### src/rtl/key_search_ctrl.sv
// Brute-force key search sequencer: launches the ARC4 core once per candidate key
// and snoops its plaintext writes, accepting the first key that decrypts to printable text.
module key_search_ctrl #(
  parameter int                KEY_W     = 24,
  parameter logic [KEY_W-1:0]  KEY_START = '0,
  parameter logic [KEY_W-1:0]  KEY_STEP  = KEY_W'(1)
) (
  input  logic             clk,
  input  logic             rst_n,
  input  logic             en,
  output logic             rdy,
  input  logic             stop,
  output logic             key_valid,
  output logic [KEY_W-1:0] key,
  output logic             core_en,
  input  logic             core_rdy,
  output logic [KEY_W-1:0] core_key,
  input  logic             pt_wren,
  input  logic [7:0]       pt_addr,
  input  logic [7:0]       pt_wrdata
);

  typedef enum logic [2:0] {
    IDLE   = 3'd0,
    LAUNCH = 3'd1,
    RUN    = 3'd2,
    CHECK  = 3'd3,
    DONE   = 3'd4
  } state_t;

  state_t           state;
  logic             bad;
  logic             busy_seen;
  logic             stop_pend;
  logic [KEY_W:0]   next_key;
  logic             unprintable;

  // One extra bit so running off the top of the key space is detected, never wrapped.
  assign next_key    = {1'b0, core_key} + {1'b0, KEY_STEP};
  assign unprintable = (pt_wrdata < 8'h20) || (pt_wrdata > 8'h7E);

  always_ff @(posedge clk or negedge rst_n) begin
    if (!rst_n) begin
      state     <= IDLE;
      rdy       <= 1'b1;
      key_valid <= 1'b0;
      key       <= '0;
      core_en   <= 1'b0;
      core_key  <= KEY_START;
      bad       <= 1'b0;
      busy_seen <= 1'b0;
      stop_pend <= 1'b0;
    end else begin
      core_en <= 1'b0;
      case (state)
        IDLE, DONE: begin
          stop_pend <= 1'b0;
          if (en) begin
            core_key  <= KEY_START;
            key_valid <= 1'b0;
            rdy       <= 1'b0;
            state     <= LAUNCH;
          end
        end
        LAUNCH: begin
          if (stop || stop_pend) begin
            rdy   <= 1'b1;
            state <= DONE;
          end else if (core_rdy) begin
            core_en   <= 1'b1;
            bad       <= 1'b0;
            busy_seen <= 1'b0;
            state     <= RUN;
          end
        end
        RUN: begin
          // A running core is always allowed to finish; stop is only remembered.
          if (!core_rdy) busy_seen <= 1'b1;
          if (stop) stop_pend <= 1'b1;
          if (pt_wren && (pt_addr != 8'd0) && unprintable) bad <= 1'b1;
          if (core_rdy && busy_seen) state <= CHECK;
        end
        CHECK: begin
          if (!bad) begin
            key       <= core_key;
            key_valid <= 1'b1;
            rdy       <= 1'b1;
            state     <= DONE;
          end else if (stop_pend || stop) begin
            rdy   <= 1'b1;
            state <= DONE;
          end else if (next_key[KEY_W]) begin
            rdy   <= 1'b1;
            state <= DONE;
          end else begin
            core_key <= next_key[KEY_W-1:0];
            state    <= LAUNCH;
          end
        end
        default: begin
          rdy   <= 1'b1;
          state <= IDLE;
        end
      endcase
    end
  end

endmodule

### config.mk
export PLATFORM = sky130hd
export DESIGN_NAME = key_search_ctrl
export DESIGN_NICKNAME = d
export VERILOG_FILES = /design/src/rtl/key_search_ctrl.sv
export SDC_FILE = /design/constraint.sdc
export NUM_CORES = 1
export LEC_CHECK = 0
export ABC_CLOCK_PERIOD_IN_PS = 4200
export CAP_MARGIN = 10
export CORE_MARGIN = 3
export CORE_UTILIZATION = 30
export DETAILED_ROUTE_END_ITERATION = 7
export GPL_TIMING_DRIVEN = 0
export PLACE_DENSITY_LB_ADDON = 0.08
export REMOVE_ABC_BUFFERS = 1
export SLEW_MARGIN = 20
export SYNTH_ARGS = -nofsm -noshare
export SYNTH_HDL_FRONTEND = slang
export SYNTH_SLANG_ARGS = --single-unit
### constraint.sdc
create_clock -name clk -period 4.2 [get_ports clk]
set_input_delay 1.05 -clock clk [delete_from_list [all_inputs] [get_ports clk]]
set_output_delay 1.05 -clock clk [all_outputs]
set_load 0.02 [all_outputs]
==> summary.txt, run 1 <==
Critical path
  – R2r endpoint: core_key[11]$_DFFE_PN0P_
  – CP peak stage delay: 0.82 ns
  – Worst setup path endpoint: core_key[11]$_DFFE_PN0P_
  – Worst r2r path cells: 4
  – Crit-path slowest cell: nor3_4
  – Worst path bufs/invs: 2
  – Setup Crit Path Kind: primary input to flop
  – CP endpoint kind: flop
  – CP max FO: 22
  – Startpoint Class: primary input
  – Levels on crit path: 6
  – Setup crit start: en
  – R2R setup slack: 1.63 ns
  – Delay-heaviest family, CP: simple AND/OR/NAND/NOR gates
  – CP cell instances: clkdlybuf4s50_1 > inv_1 > nor3_4 > nor3_2 > or4_1 > a21oi_1
  – Worst r2r src: state[1]$_DFFE_PN0P_
  – Crit path DAT: 3.49 ns
  – CP required: 4.45 ns

Global routing
  – First-pass GRT wire length: 10.98 mm
  – Global Route Usage Sum: 13.46%
  – Global route total overflow: 0
  – Vias in the first global route: 2232
  – Initial antenna violation count: 0
  – Largest net degree at the start of global routing: 35

Floorplanning
  – Initial Utilization: 31.41%
  – Die height: 102.2 µm
  – Die ar.: 10450 µm²
  – Core area: 8848 µm²
  – Row count: 34
  – Die X: 102.2 µm
  – I/O pin total: 73

CTS
  – Max Root-Sink Buffers: 2
  – Root buffer cell: clkbuf_8
  – # hold bufs at CTS: 0
  – CTS tree: yes
  – PostCTS Resize Cnt: 0
  – Clock-pin slew on the worst setup and hold paths: 0.06 ns
  – Clk Latency, worst-skew pair: 0.33 ns
  – H-Tree Depth: 3
  – CTS sink count: 57
  – Post-CTS Setup Bufs: 0
  – Num CTS Buffers: 9

Synth
  – Post-synthesis cell type count: 48
  – Yosys reg bits: 57
  – Most frequent cells after synthesis: dfrtp_1, mux2_2, a21oi_1
  – EDFF count, synth: 0
  – Simple-gate share of the synthesized area: 20.53%
  – Commonest register cell after synthesis: dfrtp_1
  – Seq/Total Area, Yosys: 51.37%
  – Synth Area in Adders: 0.4502%
  – Ys async rst share: 100.0%
  – Largest cells by area after synthesis: dfrtp_1, mux2_2, a21oi_1
  – Post-synthesis xor/xnor area fraction: 0%
  – Most common cell in the netlist: dfrtp_1
  – Synth warn: 0
  – Mux cell area share after synthesis: 9.725%
  – Synth area leader: dfrtp_1
  – Post-Syn Area: 2779 µm²
  – Share of the synthesized area in the top cell type: 50.43%
  – Post-synthesis cell count: 250
  – Synth Area in Compound Gates: 15.58%
  – Avg Cell Area, Syn: 11.12 µm²
  – Main combinational cell family by area after synthesis: simple AND/OR/NAND/NOR gates

STA
  – Fin. max-slew vios: 0
  – Fin crit period: 3.243 ns
  – RSZ-0062 raised after global routing: no
  – Final setup viols: 0
  – Headroom to the max-slew limit: 27.27%
  – Setup TNS: 0 ns
  – Hold Fails Final Rpt: 0
  – Clk_skew: 0.01093 ns
  – Maximum clock rate: 308.4 MHz
  – Worst slew pin tran: 1.087 ns
  – Hold slack final: 0.4840 ns
  – Fin crit share: 77.21%

Power and ir drop
  – Pwr Total: 1.429 mW
  – Leak: 1.588 nW
  – Power density over cell area: 372.4 nW/µm²
  – VDD IR max: 0.0001738 V

Routing
  – Pre-Repair DR Iteration Count: 4
  – Detailed Route WL: 6.382 mm
  – Routed wire per std cell: 14.50 µm
  – Routed Antenna Nets: 0
  – Vias: 2255
  – Vias per cell: 5.125
  – First-iteration detailed-routing DRC count: 73
  – DRC errors left: 0

Hold path
  – Hold path start: rdy$_DFFE_PN1P_
  – Hold crit path type: flop to flop

Cells and area
  – Filler Cell Count: 883
  – Syn-to-layout area delta: 38.05%
  – Layout Nets: 350
  – Antenna diodes: 0
  – Proportion of layout cells with a drive suffix above 1: 16.27%

Run status
  – Outcome: finished, final reports clean

Job
  – Max cap viols: 0

Placement
  – Gp weighted congestion: 0.7686
  – Post-DP HPWL: 4.609 mm
  – Input/output buffers: 72
## layer usage
layer  track usage (%)  wire length [µm]  up-vias
met5                 0                 0        -
li1                  -                 -     1103
met3             4.300               364        2
met4             4.743                48        0
met2             19.74              2848       71
met1             18.68              3120     1079
## how the worst min path moves through the flow
stage                                 end  cells past startpoint
after floorplan           bad$_DFFE_PN0P_                      2
after global placement    rdy$_DFFE_PN1P_                      1
after detailed placement  rdy$_DFFE_PN1P_                      1
after CTS                 rdy$_DFFE_PN1P_                      1
after global routing      rdy$_DFFE_PN1P_                      1
final                     rdy$_DFFE_PN1P_                      1
## cell type report
| cell class | count | area [µm²] | share of cell area [%] |
|---|---|---|---|
| clock buffer | 14 | 172.7 | 4.501 |
| clock inverter | 2 | 35.03 | 0.9132 |
| inverter | 5 | 18.77 | 0.4892 |
| multi-input combinational | 180 | 1294 | 33.72 |
| sequential | 57 | 1428 | 37.21 |
| tap | 108 | 135.1 | 3.523 |
| timing repair buffer | 74 | 753.2 | 19.63 |
## state kept, by name (all words and copies together), names as in the netlist
signal	flops
rdy	1
core_key	24
key_valid	1
stop_pend	1
busy_seen	1
key	24
core_en	1
state	3
bad	1
## where the power goes
part | switching, mW | internal, mW
sequential | 0.0455 | 0.587
combinational | 0.158 | 0.107
clock | 0.208 | 0.322
## cell usage in the layout (no fill, tap or decap), types with 3 or more instances in the layout
cell	instances
a21oi_1	21
and3_1	3
and4_1	4
clkbuf_8	12
clkdlybuf4s50_1	71
dfrtp_1	56
inv_1	5
mux2_2	24
nand2_1	19
nand3_1	13
nand4_1	6
nor2_1	10
nor4_1	4
o21ai_0	13
o21ai_1	5
o31ai_1	6
or3_1	14
or4_1	4
## worst reg2reg max path, stage by stage (launching register included)
cell and delay (ns):
dfrtp_1 0.52, nor3_4 0.94, nor3_2 0.34, or4_1 0.54, a21oi_1 0.15
## stage by stage
step	area, µm²	setup slack, ns	std cells	util [%]
2_1_floorplan	2733	1.612	242	-
3_3_place_gp	3588	0.06473	422	40.55
3_5_place_dp	3628	0.6495	424	41.01
4_1_cts	3836	0.9532	440	43.35
5_1_grt	3836	0.8470	440	43.35
6_report	3836	0.9574	440	43.35
## cell families after synthesis
family / after synthesis
AO/OA/AOI/OAI: 62
adder cells (fa/ha/maj): 1
buffers and inverters: 13
flip-flops: 57
multiplexers: 24
AND/OR/NAND/NOR: 93
Power figures use the tool's default switching activity.
==> run 2: changes to the inputs <==
ABC_CLOCK_PERIOD_IN_PS = 2700   (was 4200)
clock period = 2.7 ns   (was 4.2 ns; I/O delays follow)
==> run 2 against run 1 <==
  * Routed wire length increased by 3.1%
  * First-iteration DRC count decreased by 19%
  * Worst setup slack got worse by 0.83 ns
  * Critical path type unchanged
  * Largest cell class unchanged
  * Largest power group unchanged
==> summary.txt, run 2 (synthesis results as in run 1) <==
STA
  – Fin crit period: 2.572 ns
  – Setup TNS: 0 ns
  – RSZ-0062 raised after global routing: no
  – Clk_skew: 0.008757 ns
  – Maximum clock rate: 388.8 MHz
  – Headroom to the max-slew limit: 41.88%
  – Final setup viols: 0
  – Worst slew pin tran: 0.8670 ns
  – Hold Fails Final Rpt: 0
  – Fin. max-slew vios: 0
  – Fin crit share: 95.25%

Placement
  – Area of placed instances: 3628 µm²
  – Input/output buffers: 72
  – Gp weighted congestion: 0.7686
  – Post-DP HPWL: 4.609 mm

Routing
  – Vias: 2270
  – Routed wire per std cell: 14.92 µm
  – Vias per cell: 5.147
  – Routed Antenna Nets: 0
  – DRC errors left: 0
  – First-iteration detailed-routing DRC count: 59
  – Detailed Route WL: 6.580 mm
  – Pre-Repair DR Iteration Count: 4

CTS
  – CTS sink count: 57
  – Clock-pin slew on the worst setup and hold paths: 0.07 ns
  – # hold bufs at CTS: 0
  – Root buffer cell: clkbuf_8
  – PostCTS Resize Cnt: 0
  – Post-CTS Setup Bufs: 0
  – CTS tree: yes
  – Num CTS Buffers: 9
  – Clk Latency, worst-skew pair: 0.33 ns
  – H-Tree Depth: 3
  – Max Root-Sink Buffers: 2

Floorplanning
  – Row count: 34
  – Die height: 102.2 µm
  – I/O pin total: 73
  – Core area: 8848 µm²
  – Initial Utilization: 31.41%
  – Die X: 102.2 µm
  – Die ar.: 10450 µm²

Cells and area
  – Layout Nets: 351
  – Filler Cell Count: 882
  – Syn-to-layout area delta: 38.41%
  – Largest registers: core_key x24, key x24, state x3
  – Leading cell types in the layout, fill and taps excluded: clkdlybuf4s50_1, dfrtp_1, mux2_2, a21oi_1, nand2_1
  – Post-route cell area: 3846 µm²
  – Antenna diodes: 0
  – Proportion of layout cells with a drive suffix above 1: 16.52%
  – Commonest non-fill, non-tap cell in the layout: clkdlybuf4s50_1

Power and ir drop
  – Leak: 1.591 nW
  – VDD IR max: 0.0002416 V
  – Power density over cell area: 581.7 nW/µm²

Critical path
  – CP max FO: 16
  – Startpoint Class: primary input
  – Setup Crit Path Kind: primary input to flop
  – CP required: 2.95 ns
  – Crit path DAT: 2.82 ns
  – CP endpoint kind: flop

Global routing
  – Global Route Usage Sum: 13.87%
  – Initial antenna violation count: 0
  – First-pass GRT wire length: 11.27 mm
  – Global route total overflow: 0
  – Largest net degree at the start of global routing: 35
  – Vias in the first global route: 2253

Job
  – Max cap viols: 0

Run status
  – Outcome: finished, final reports clean

Hold path
  – Hold crit path type: primary input to asynchronous set/reset pin
run 2: changes by cell type in the layout (fill, tap and decap cells not counted):
cell / previous run / this run
nor3_2: 1 / 2
run 2: path summary, 6_finish.rpt:
| check | from | end | slack, ns | depth (start not counted) |
|---|---|---|---|---|
| hold / removal | rst_n | key[3]$_DFFE_PN0P_ | 0.24 | 1 |
| min in group clk | rdy$_DFFE_PN1P_ | rdy$_DFFE_PN1P_ | 0.48 | 1 |
| hold reg to reg | rdy$_DFFE_PN1P_ | rdy$_DFFE_PN1P_ | 0.48 | 1 |
| setup / recovery | en | core_key[11]$_DFFE_PN0P_ | 0.13 | 6 |
| max in group asynchronous | rst_n | key[18]$_DFFE_PN0P_ | 1.97 | 2 |
| setup reg to reg | core_key[0]$_DFFE_PN0P_ | state[0]$_DFFE_PN0P_ | 0.28 | 6 |
run 2: critical path: stages:
cell and delay [ns]:
clkdlybuf4s50_1 0.50, inv_1 0.12, nor3_4 0.57, nor3_2 0.28, or4_1 0.52, a21oi_1 0.15
run 2: stage by stage:
| step | total power, mW | std cells | hold WS [ns] | util, % | setup slack [ns] |
|---|---|---|---|---|---|
| final | 2.237 | 441 | 0.2416 | 43.47 | 0.1283 |
| after global routing | 2.371 | 441 | 0.2509 | 43.47 | 0.004945 |
| after CTS | 2.280 | 441 | 0.2408 | 43.47 | 0.09886 |
| after detailed placement | 1.419 | 424 | 0.4813 | 41.01 | -0.4755 |
| after global placement | 1.404 | 422 | 0.4770 | 40.55 | -1.060 |
| after floorplan | 1.240 | 242 | 0.3794 | - | 0.4032 |
run 2: final cells by class:
cell class	count	area [µm²]	share of cell area, %
tap	108	135.1	3.513
timing repair buffer	74	753.2	19.58
clock inverter	2	35.03	0.9109
multi-input combinational	181	1304	33.90
clock buffer	14	172.7	4.489
inverter	5	18.77	0.4880
sequential	57	1428	37.12
run 2: metal layers:
| metal | wire length, µm | vias to the layer above | GRT usage [%] |
|---|---|---|---|
| met5 | 0 | - | 0 |
| met3 | 357 | 2 | 4.300 |
| li1 | - | 1104 | - |
| met2 | 2958 | 71 | 20.74 |
| met1 | 3215 | 1093 | 19.07 |
| met4 | 48 | 0 | 4.743 |
run 2: where the power goes:
group          switching (mW)  internal, mW
sequential             0.0821         0.913
combinational           0.249         0.169
clock                   0.323         0.501
